`config.mk`:
```
export PLATFORM = sky130hd
export DESIGN_NAME = hram_ca_sequencer
export DESIGN_NICKNAME = d
export VERILOG_FILES = /design/src/rtl/hram_ca_sequencer.sv
export SDC_FILE = /design/constraint.sdc
export NUM_CORES = 1
export LEC_CHECK = 0
export BUFFER_PORTS_ARGS = -buffer_cell sky130_fd_sc_hd__clkbuf_2
export CAP_MARGIN = 20
export CORE_ASPECT_RATIO = 0.5
export CORE_MARGIN = 10
export CORE_UTILIZATION = 55
export DETAILED_ROUTE_END_ITERATION = 10
export PLACE_DENSITY = 0.88
export SYNTH_ARGS = -nofsm -noshare
export SYNTH_HDL_FRONTEND = slang
export SYNTH_SLANG_ARGS = --single-unit
```
`constraint.sdc`:
```
create_clock -name clk -period 6 [get_ports clk]
set_clock_uncertainty 0.1 [all_clocks]
set_input_delay 0 -clock clk [delete_from_list [all_inputs] [get_ports clk]]
set_output_delay 0 -clock clk [all_outputs]
set_load 0.01 [all_outputs]
```
`src/rtl/hram_ca_sequencer.sv`:
```
// HyperRAM command/address sequencer: turns byte-addressed burst requests into
// 48-bit CA words, splitting linear bursts at aligned SPLIT_WORDS boundaries.
module hram_ca_sequencer #(
  parameter int ADDR_W      = 32,
  parameter int LEN_W       = 10,
  parameter int SPLIT_WORDS = 128
) (
  input  logic              clk,
  input  logic              rst,
  input  logic              req_valid,
  output logic              req_ready,
  input  logic [ADDR_W-1:0] req_addr,
  input  logic              req_write,
  input  logic              req_reg,
  input  logic              req_wrap,
  input  logic [LEN_W-1:0]  req_len,
  output logic              ca_valid,
  input  logic              ca_ready,
  output logic [47:0]       ca_word,
  output logic [LEN_W-1:0]  ca_len,
  output logic              ca_last,
  output logic              err
);

  localparam int WA = ADDR_W - 1;
  localparam int SB = $clog2(SPLIT_WORDS);

  typedef enum logic {IDLE, EMIT} state_t;

  state_t            state;
  logic [WA-1:0]     waddr;
  logic [LEN_W-1:0]  remaining;
  logic              is_write, is_reg, is_wrap;

  logic              unused_lsb;
  assign unused_lsb = req_addr[0];

  function automatic logic [47:0] make_ca(input logic wr, input logic rg,
                                          input logic wp, input logic [WA-1:0] wa);
    logic [31:0] w;
    w = 32'(wa);
    return {~wr, rg, ~wp, w[31:3], 13'd0, w[2:0]};
  endfunction

  // Linear segments stop at the next SPLIT_WORDS-aligned word address.
  function automatic logic [LEN_W-1:0] seg_len(input logic rg, input logic wp,
                                               input logic [WA-1:0] wa,
                                               input logic [LEN_W-1:0] rem);
    logic [LEN_W:0] room;
    room = (LEN_W+1)'(SPLIT_WORDS) - (LEN_W+1)'(wa[SB-1:0]);
    if (rg)
      return LEN_W'(1);
    else if (wp)
      return rem;
    else if ((LEN_W+1)'(rem) < room)
      return rem;
    else
      return room[LEN_W-1:0];
  endfunction

  logic [WA-1:0]    acc_wa, nxt_wa;
  logic [LEN_W-1:0] acc_seg, nxt_rem, nxt_seg;
  logic             acc_last, nxt_last;

  always_comb begin
    acc_wa   = req_addr[ADDR_W-1:1];
    acc_seg  = seg_len(req_reg, req_wrap, acc_wa, req_len);
    acc_last = req_reg | req_wrap | (acc_seg == req_len);
    nxt_wa   = waddr + WA'(ca_len);
    nxt_rem  = remaining - ca_len;
    nxt_seg  = seg_len(is_reg, is_wrap, nxt_wa, nxt_rem);
    nxt_last = (nxt_seg == nxt_rem);
  end

  always_ff @(posedge clk) begin
    if (rst) begin
      state     <= IDLE;
      waddr     <= '0;
      remaining <= '0;
      is_write  <= 1'b0;
      is_reg    <= 1'b0;
      is_wrap   <= 1'b0;
      req_ready <= 1'b0;
      ca_valid  <= 1'b0;
      ca_word   <= '0;
      ca_len    <= '0;
      ca_last   <= 1'b0;
      err       <= 1'b0;
    end else begin
      err <= 1'b0;
      case (state)
        IDLE: begin
          req_ready <= 1'b1;
          if (req_valid && req_ready) begin
            if (req_len == '0) begin
              err <= 1'b1;
            end else begin
              state     <= EMIT;
              req_ready <= 1'b0;
              waddr     <= acc_wa;
              remaining <= req_len;
              is_write  <= req_write;
              is_reg    <= req_reg;
              is_wrap   <= req_wrap;
              ca_valid  <= 1'b1;
              ca_word   <= make_ca(req_write, req_reg, req_wrap, acc_wa);
              ca_len    <= acc_seg;
              ca_last   <= acc_last;
            end
          end
        end
        EMIT: begin
          req_ready <= 1'b0;
          if (ca_valid && ca_ready) begin
            if (ca_last) begin
              state     <= IDLE;
              ca_valid  <= 1'b0;
              req_ready <= 1'b1;
            end else begin
              // Next segment goes out back-to-back with the handshake.
              waddr     <= nxt_wa;
              remaining <= nxt_rem;
              ca_word   <= make_ca(is_write, is_reg, is_wrap, nxt_wa);
              ca_len    <= nxt_seg;
              ca_last   <= nxt_last;
            end
          end
        end
        default: state <= IDLE;
      endcase
    end
  end

endmodule

```
# After elaboration in Yosys (flattened, before gate mapping)
# Cells that the tools add are included.
word_totals:
  elab_cells: 88
  reg_bits: 107
  out_inout_bits: 62
  inputBits: 49
classes:
  n_reduce_logical: 8
  add_sub_neg: 4
  bitwise: 9
  n_eq_ne: 7
  mux: 46
  n_lt_le_gt_ge: 2
op_table:
  columns: ["operator", "n"]
  rows:
  - ["48-bit two-way mux", 4]
  - ["10-bit two-way mux", 14]
  - ["31-bit two-way mux", 4]
  - ["48-bit case mux with 2 select lines", 1]
  - ["31-bit case mux with 2 select lines", 1]
  - ["10-bit case mux with 2 select lines", 2]
  - ["31-bit by 10-bit adder with 31-bit output", 1]
  - ["10-bit by 11-bit < comparator with 1-bit output", 2]
  - ["10-bit equality test", 2]
  - ["8-bit by 7-bit subtractor with 9-bit output (first input constant)", 2]
  - ["1-bit two-way mux", 16]
  - ["10-bit zero test", 1]
  - ["10-bit subtractor", 1]
  - ["2-bit inequality test (second input constant)", 4]
  - ["1-bit case mux with 2 select lines", 4]
  - ["4-bit AND reduction", 2]
  - ["1-bit inverter", 7]
  - ["3-bit AND reduction", 2]
  - ["3-bit OR reduction", 1]
  - ["1-bit logical AND", 2]
  - ["2-bit by 1-bit inequality test with 1-bit output (second input constant)", 1]
  - ["1-bit bitwise OR", 2]

# Depth between registers and ports, before layout
depth:
  word_depth: 10
  depth_mapped: 20
  depth_no_buf: 19

# Least setup slack after synthesis
# No wires, ideal clock.
synth_path:
  path_type: "register -> register"
  start: "register waddr[4]"
  end: "register ca_len[7]"
  path_buffers: 1
  path_stages_with_launch: 18
  synth_period_minus_slack_ns: 4.489
  required_time_ns: 5.814
  setup_ns: 0.086
  t_arrival_ns: 4.303
  path_slack_ns: 1.511
  path_cell_list: "dfxtp_1 ha_1 a21o_1 a31o_1 or3_4 and2_4 or4_4 or2_4 ha_1 o211a_1 a221o_1 nor4b_1 a31oi_1 buf_2 o21ai_0 o21ai_0 o21a_1 a211oi_1"
synth_between:
  elab_chain_cells: 9
synth_rtl:
  columns: ["element", "line", "source"]
  rows:
  - ["start, declared", "31", "logic [WA-1:0] waddr;"]
  - ["start signal, assigned", "100", "waddr <= acc_wa;"]
  - ["start signal, assigned", "121", "waddr <= nxt_wa;"]
  - ["31-bit by 10-bit adder with 31-bit output *", "69", "nxt_wa = waddr + WA'(ca_len);"]
  - ["8-bit by 7-bit subtractor with 9-bit output *", "50", "room = (LEN_W+1)'(SPLIT_WORDS) - (LEN_W+1)'(wa[SB-1:0]);"]
  - ["10-bit by 11-bit < comparator with 1-bit output", "55", "else if ((LEN_W+1)'(rem) < room)"]
  - ["10-bit two-way mux *", "55", null]
  - ["10-bit two-way mux *", "53", "else if (wp)"]
  - ["10-bit two-way mux *", "51", "if (rg)"]
  - ["10-bit two-way mux *", "115", "if (ca_last) begin"]
  - ["10-bit two-way mux *", "114", "if (ca_valid && ca_ready) begin"]
  - ["10-bit case mux with 2 select lines *", "91", "case (state)"]
  - ["end signal, assigned", "107", "ca_len <= acc_seg;"]
  - ["end signal, assigned", "124", "ca_len <= nxt_seg;"]
  - ["end, declared", "20", "output logic [LEN_W-1:0] ca_len,"]
# Every way passes the cells marked *; elsewhere a longest branch is shown, timed or not. The select of a mux whose other input is x is not followed.
# A chain may end at the register's enable or synchronous reset.

# Worst setup path in the final report
layout_path:
  start: "register ca_len[0]"
  end: "register ca_len[7]"
layout_between:
  elab_chain_cells: 9
  elab_cells_between_ends: 10
  classes_between: "3 x add/sub; 1 x order compare; 6 x mux"
layout_rtl:
  columns: ["element", "line"]
  rows:
  - ["31-bit by 10-bit adder with 31-bit output", "69"]
  - ["8-bit by 7-bit subtractor with 9-bit output", "50"]
  - ["10-bit by 11-bit < comparator with 1-bit output", "55"]
  - ["10-bit two-way mux", "55"]
  - ["10-bit two-way mux *", "53"]
  - ["10-bit two-way mux *", "51"]
  - ["10-bit two-way mux *", "115"]
  - ["10-bit two-way mux *", "114"]
  - ["10-bit case mux with 2 select lines *", "91"]
# Marked as above.

==> results.json <==
{
  "status": "finished clean",
  "chipHeight_um": 86.87,
  "cp.required_ns": 6.14,
  "fmax_ghz": 0.1955,
  "largest_reg_flops": 30,
  "cts_max_level": 3,
  "drtIter0Drc": 589,
  "p_sw_uw": 674.5,
  "ir_drop_v": 0.0001774,
  "grt_use_total": 0.2326,
  "diodes": 0,
  "fin_nets": 848,
  "min_period_over_period": 0.8525,
  "ys_ff_latch": 62,
  "cts.sinks": 62,
  "wl_per_cell_um": 18.45,
  "antenna_found_initial": 0,
  "internal_power_mw": 1.089,
  "core_sq_um": 8708,
  "crit_path_max_fanout": 9,
  "vias_per_cell": 6.183,
  "cts_setup_buffers": 0,
  "regToRegSetupSlack_ns": 0.88,
  "place.gp.congestion": 1.017,
  "drc": 0,
  "hold_violations": 0,
  "cp-endpoint": "ca_len[7]$_SDFFE_PP0P_",
  "grt_overflow": 0,
  "insertion_delay_ns": 0.33,
  "synth_cell_types": 67,
  "async_flop_share": 0,
  "area_delta_synth_final_pct": 23.96,
  "power_density_nw_per_um2": 289.2,
  "rsz0062_at_grt": "no",
  "cts_buffers": 9,
  "cts_tree": "yes",
  "grt_pass1_wl_um": 25960,
  "yosysTopAreaCell": "dfxtp_1",
  "cts_resized": 0,
  "worst_r2r_path_depth": 17,
  "power_frac_comb": 0.430,
  "hold-path-cell-count": 3,
  "yosys_warnings": 0,
  "worst_pin_slew_ns": 1.081,
  "total_power_mw": 1.763,
  "setup_viol": 0,
  "fin_setup_tns_ns": 0,
  "first_global_vias": 5186,
  "endpoint_kind": "register",
  "power_frac_clock": 0.295,
  "route.final.wire_length_um": 16290,
  "syn_avg_cell_area_sq_um": 7.661,
  "cts_root_buf": "clkbuf_16",
  "maxCapViolCount": 0,
  "r2r_end": "ca_len[7]$_SDFFE_PP0P_",
  "final.min_clock_period_ns": 5.115,
  "port_buffers": 95,
  "clk_path_buf_depth": 2,
  "synth_edf_count": 0,
  "layout-drive-gt1-share": 0.1684,
  "seqPwrFrac": 0.275,
  "syn-cell-area_sq_um": 4918,
  "rows": 24,
  "die_w_um": 153.7,
  "path_clk_slew_ns": 0.06,
  "ys_seq_area_frac": 0.2524,
  "synth.top_cell.area_share": 0.2524,
  "vias": 5460,
  "dr.pass1.iters": 6,
  "synth_cells": 642,
  "p_leak_nw": 2.640,
  "drtAntennaViolNets": 0,
  "slew-limit-headroom": 0.2748,
  "ys.flop_type": "dfxtp_1",
  "rr_startpoint": "ca_len[0]$_SDFFE_PP0P_",
  "ios": 111,
  "hp-class": "in -> reg",
  "dp.final_hpwl_um": 11490,
  "cp-startpoint": "ca_len[0]$_SDFFE_PP0P_",
  "cp-start-kind": "register",
  "arrival_ns": 5.26,
  "synth_area_leaders": "dfxtp_1 25%, ha_1 8.9%, a211oi_1 6.4%, a21oi_1 6.1%, mux2i_1 5.1%",
  "die_area_sq_um": 13360,
  "top_regs": "waddr (30), ca_len (10), remaining (10)",
  "holdBufCountCts": 38,
  "initial_core_util": 0.5648,
  "top_register": "waddr",
  "crit_type": "reg -> reg",
  "swShare": 0.3825,
  "grt_start_max_net_pins": 66,
  "drv_slew": 0
}
## kinds of logic (layout without fill, tap and decap cells)
group           after synthesis  count (layout)  share of synthesized area
simple gates                194             194                     0.1862
mux                          25              25                    0.05088
fa+ha+maj                    37              37                    0.09718
compound gates              222             222                     0.3032
flops                        62              62                     0.2524
xor+xnor                     21              21                    0.03739
buf+inv                      80             191                    0.07199
other cells                   1              14                  0.0007624
## critical path: stages (launching register included)
cell	delay [ns]
dfxtp_1	0.36
ha_1	0.23
fa_1	0.41
a21o_1	0.19
a221oi_1	0.40
xnor2_1	0.22
or4_4	0.46
or2_4	0.25
ha_1	0.29
o211a_1	0.15
a221o_1	0.35
nor4b_1	0.44
a31oi_1	0.25
buf_4	0.24
o21ai_0	0.09
o21ai_0	0.15
o21a_1	0.22
a211oi_1	0.21
## Yosys cell counts (4+ instances only)
cell,count
nor3_1,19
xnor2_1,16
o21a_1,6
and2_1,6
a221oi_1,7
mux2i_1,25
nor4_1,4
dfxtp_1,62
buf_4,14
a21oi_1,60
nand2b_1,8
inv_1,36
a211oi_1,42
a311oi_1,5
nand2_1,53
nor2_1,61
nand3_1,13
o21ai_0,31
o22ai_1,8
a211o_1,4
xor2_1,5
a21o_1,7
o211ai_1,4
a31oi_1,8
clkbuf_1,28
and3_1,8
o21bai_1,10
ha_1,35
## cells in the final DEF (no fill, tap or decap), types with 6 or more instances in the layout
cell type / synthesis / final
nand3_1: 13 / 13
a21o_1: 7 / 7
dfxtp_1: 62 / 61
o21bai_1: 10 / 10
nand2_1: 53 / 53
conb_1: 1 / 14
a211oi_1: 42 / 42
nor3_1: 19 / 19
nand2b_1: 8 / 8
a31oi_1: 8 / 8
a21oi_1: 60 / 60
buf_4: 14 / 7
mux2i_1: 25 / 25
and3_1: 8 / 8
a221oi_1: 7 / 7
and2_1: 6 / 6
dlygate4sd3_1: 0 / 38
o21ai_0: 31 / 30
nor2_1: 61 / 60
inv_1: 36 / 36
clkbuf_16: 0 / 9
o21a_1: 6 / 6
clkbuf_2: 0 / 95
o22ai_1: 8 / 8
ha_1: 35 / 35
xnor2_1: 16 / 16
## per-stage QoR
stage               instances  setup slack (ns)  instance area (sq um)    util  hold WS [ns]
global placement          828            0.9272                   5411  0.6214        0.1424
CTS                       882            0.9622                   6090  0.6993      0.001504
detailed placement        829             1.016                   5419  0.6223        0.1484
floorplan                 655             1.511                   4967       -       0.03596
global route              883            0.6270                   6097  0.7001       0.02274
finish                    883            0.8848                   6097  0.7001       0.01837
## metal layers
| metal | GRT usage | wire length, um |
|---|---|---|
| met5 | 0 | 0 |
| met4 | 0.08014 | 388 |
| met3 | 0.06558 | 1712 |
| met2 | 0.3815 | 7344 |
| met1 | 0.2895 | 6847 |
## cell type report
type | count | area, sq um
flip-flops and latches | 62 | 1242
repair buffers | 140 | 908.4
inverters | 36 | 135.1
clock buffers | 11 | 242.7
fillers | 705 | 2611
multi-input cells | 513 | 3374
clock inverters | 4 | 47.55
well taps | 117 | 146.4
## power by group through the flow
stage | combinational (mW) | clock [mW] | sequential (mW)
2_1_floorplan | 0.525 | 0 | 0.492
3_3_place_gp | 0.705 | 0 | 0.489
3_5_place_dp | 0.711 | 0 | 0.492
4_1_cts | 0.739 | 0.523 | 0.483
5_1_grt | 0.832 | 0.541 | 0.489
6_report | 0.759 | 0.520 | 0.485
## how the worst min path moves through the flow
stage	startpoint	to	slack, ns
2_1_floorplan	req_write	is_write$_SDFFE_PP0P_	0.04
3_3_place_gp	req_write	is_write$_SDFFE_PP0P_	0.14
3_5_place_dp	req_write	is_write$_SDFFE_PP0P_	0.15
4_1_cts	req_len[8]	ca_len[8]$_SDFFE_PP0P_	0.002
5_1_grt	req_len[8]	ca_len[8]$_SDFFE_PP0P_	0.02
6_report	req_len[8]	ca_len[8]$_SDFFE_PP0P_	0.02
Note: power is estimated with default switching activity, not from simulation.
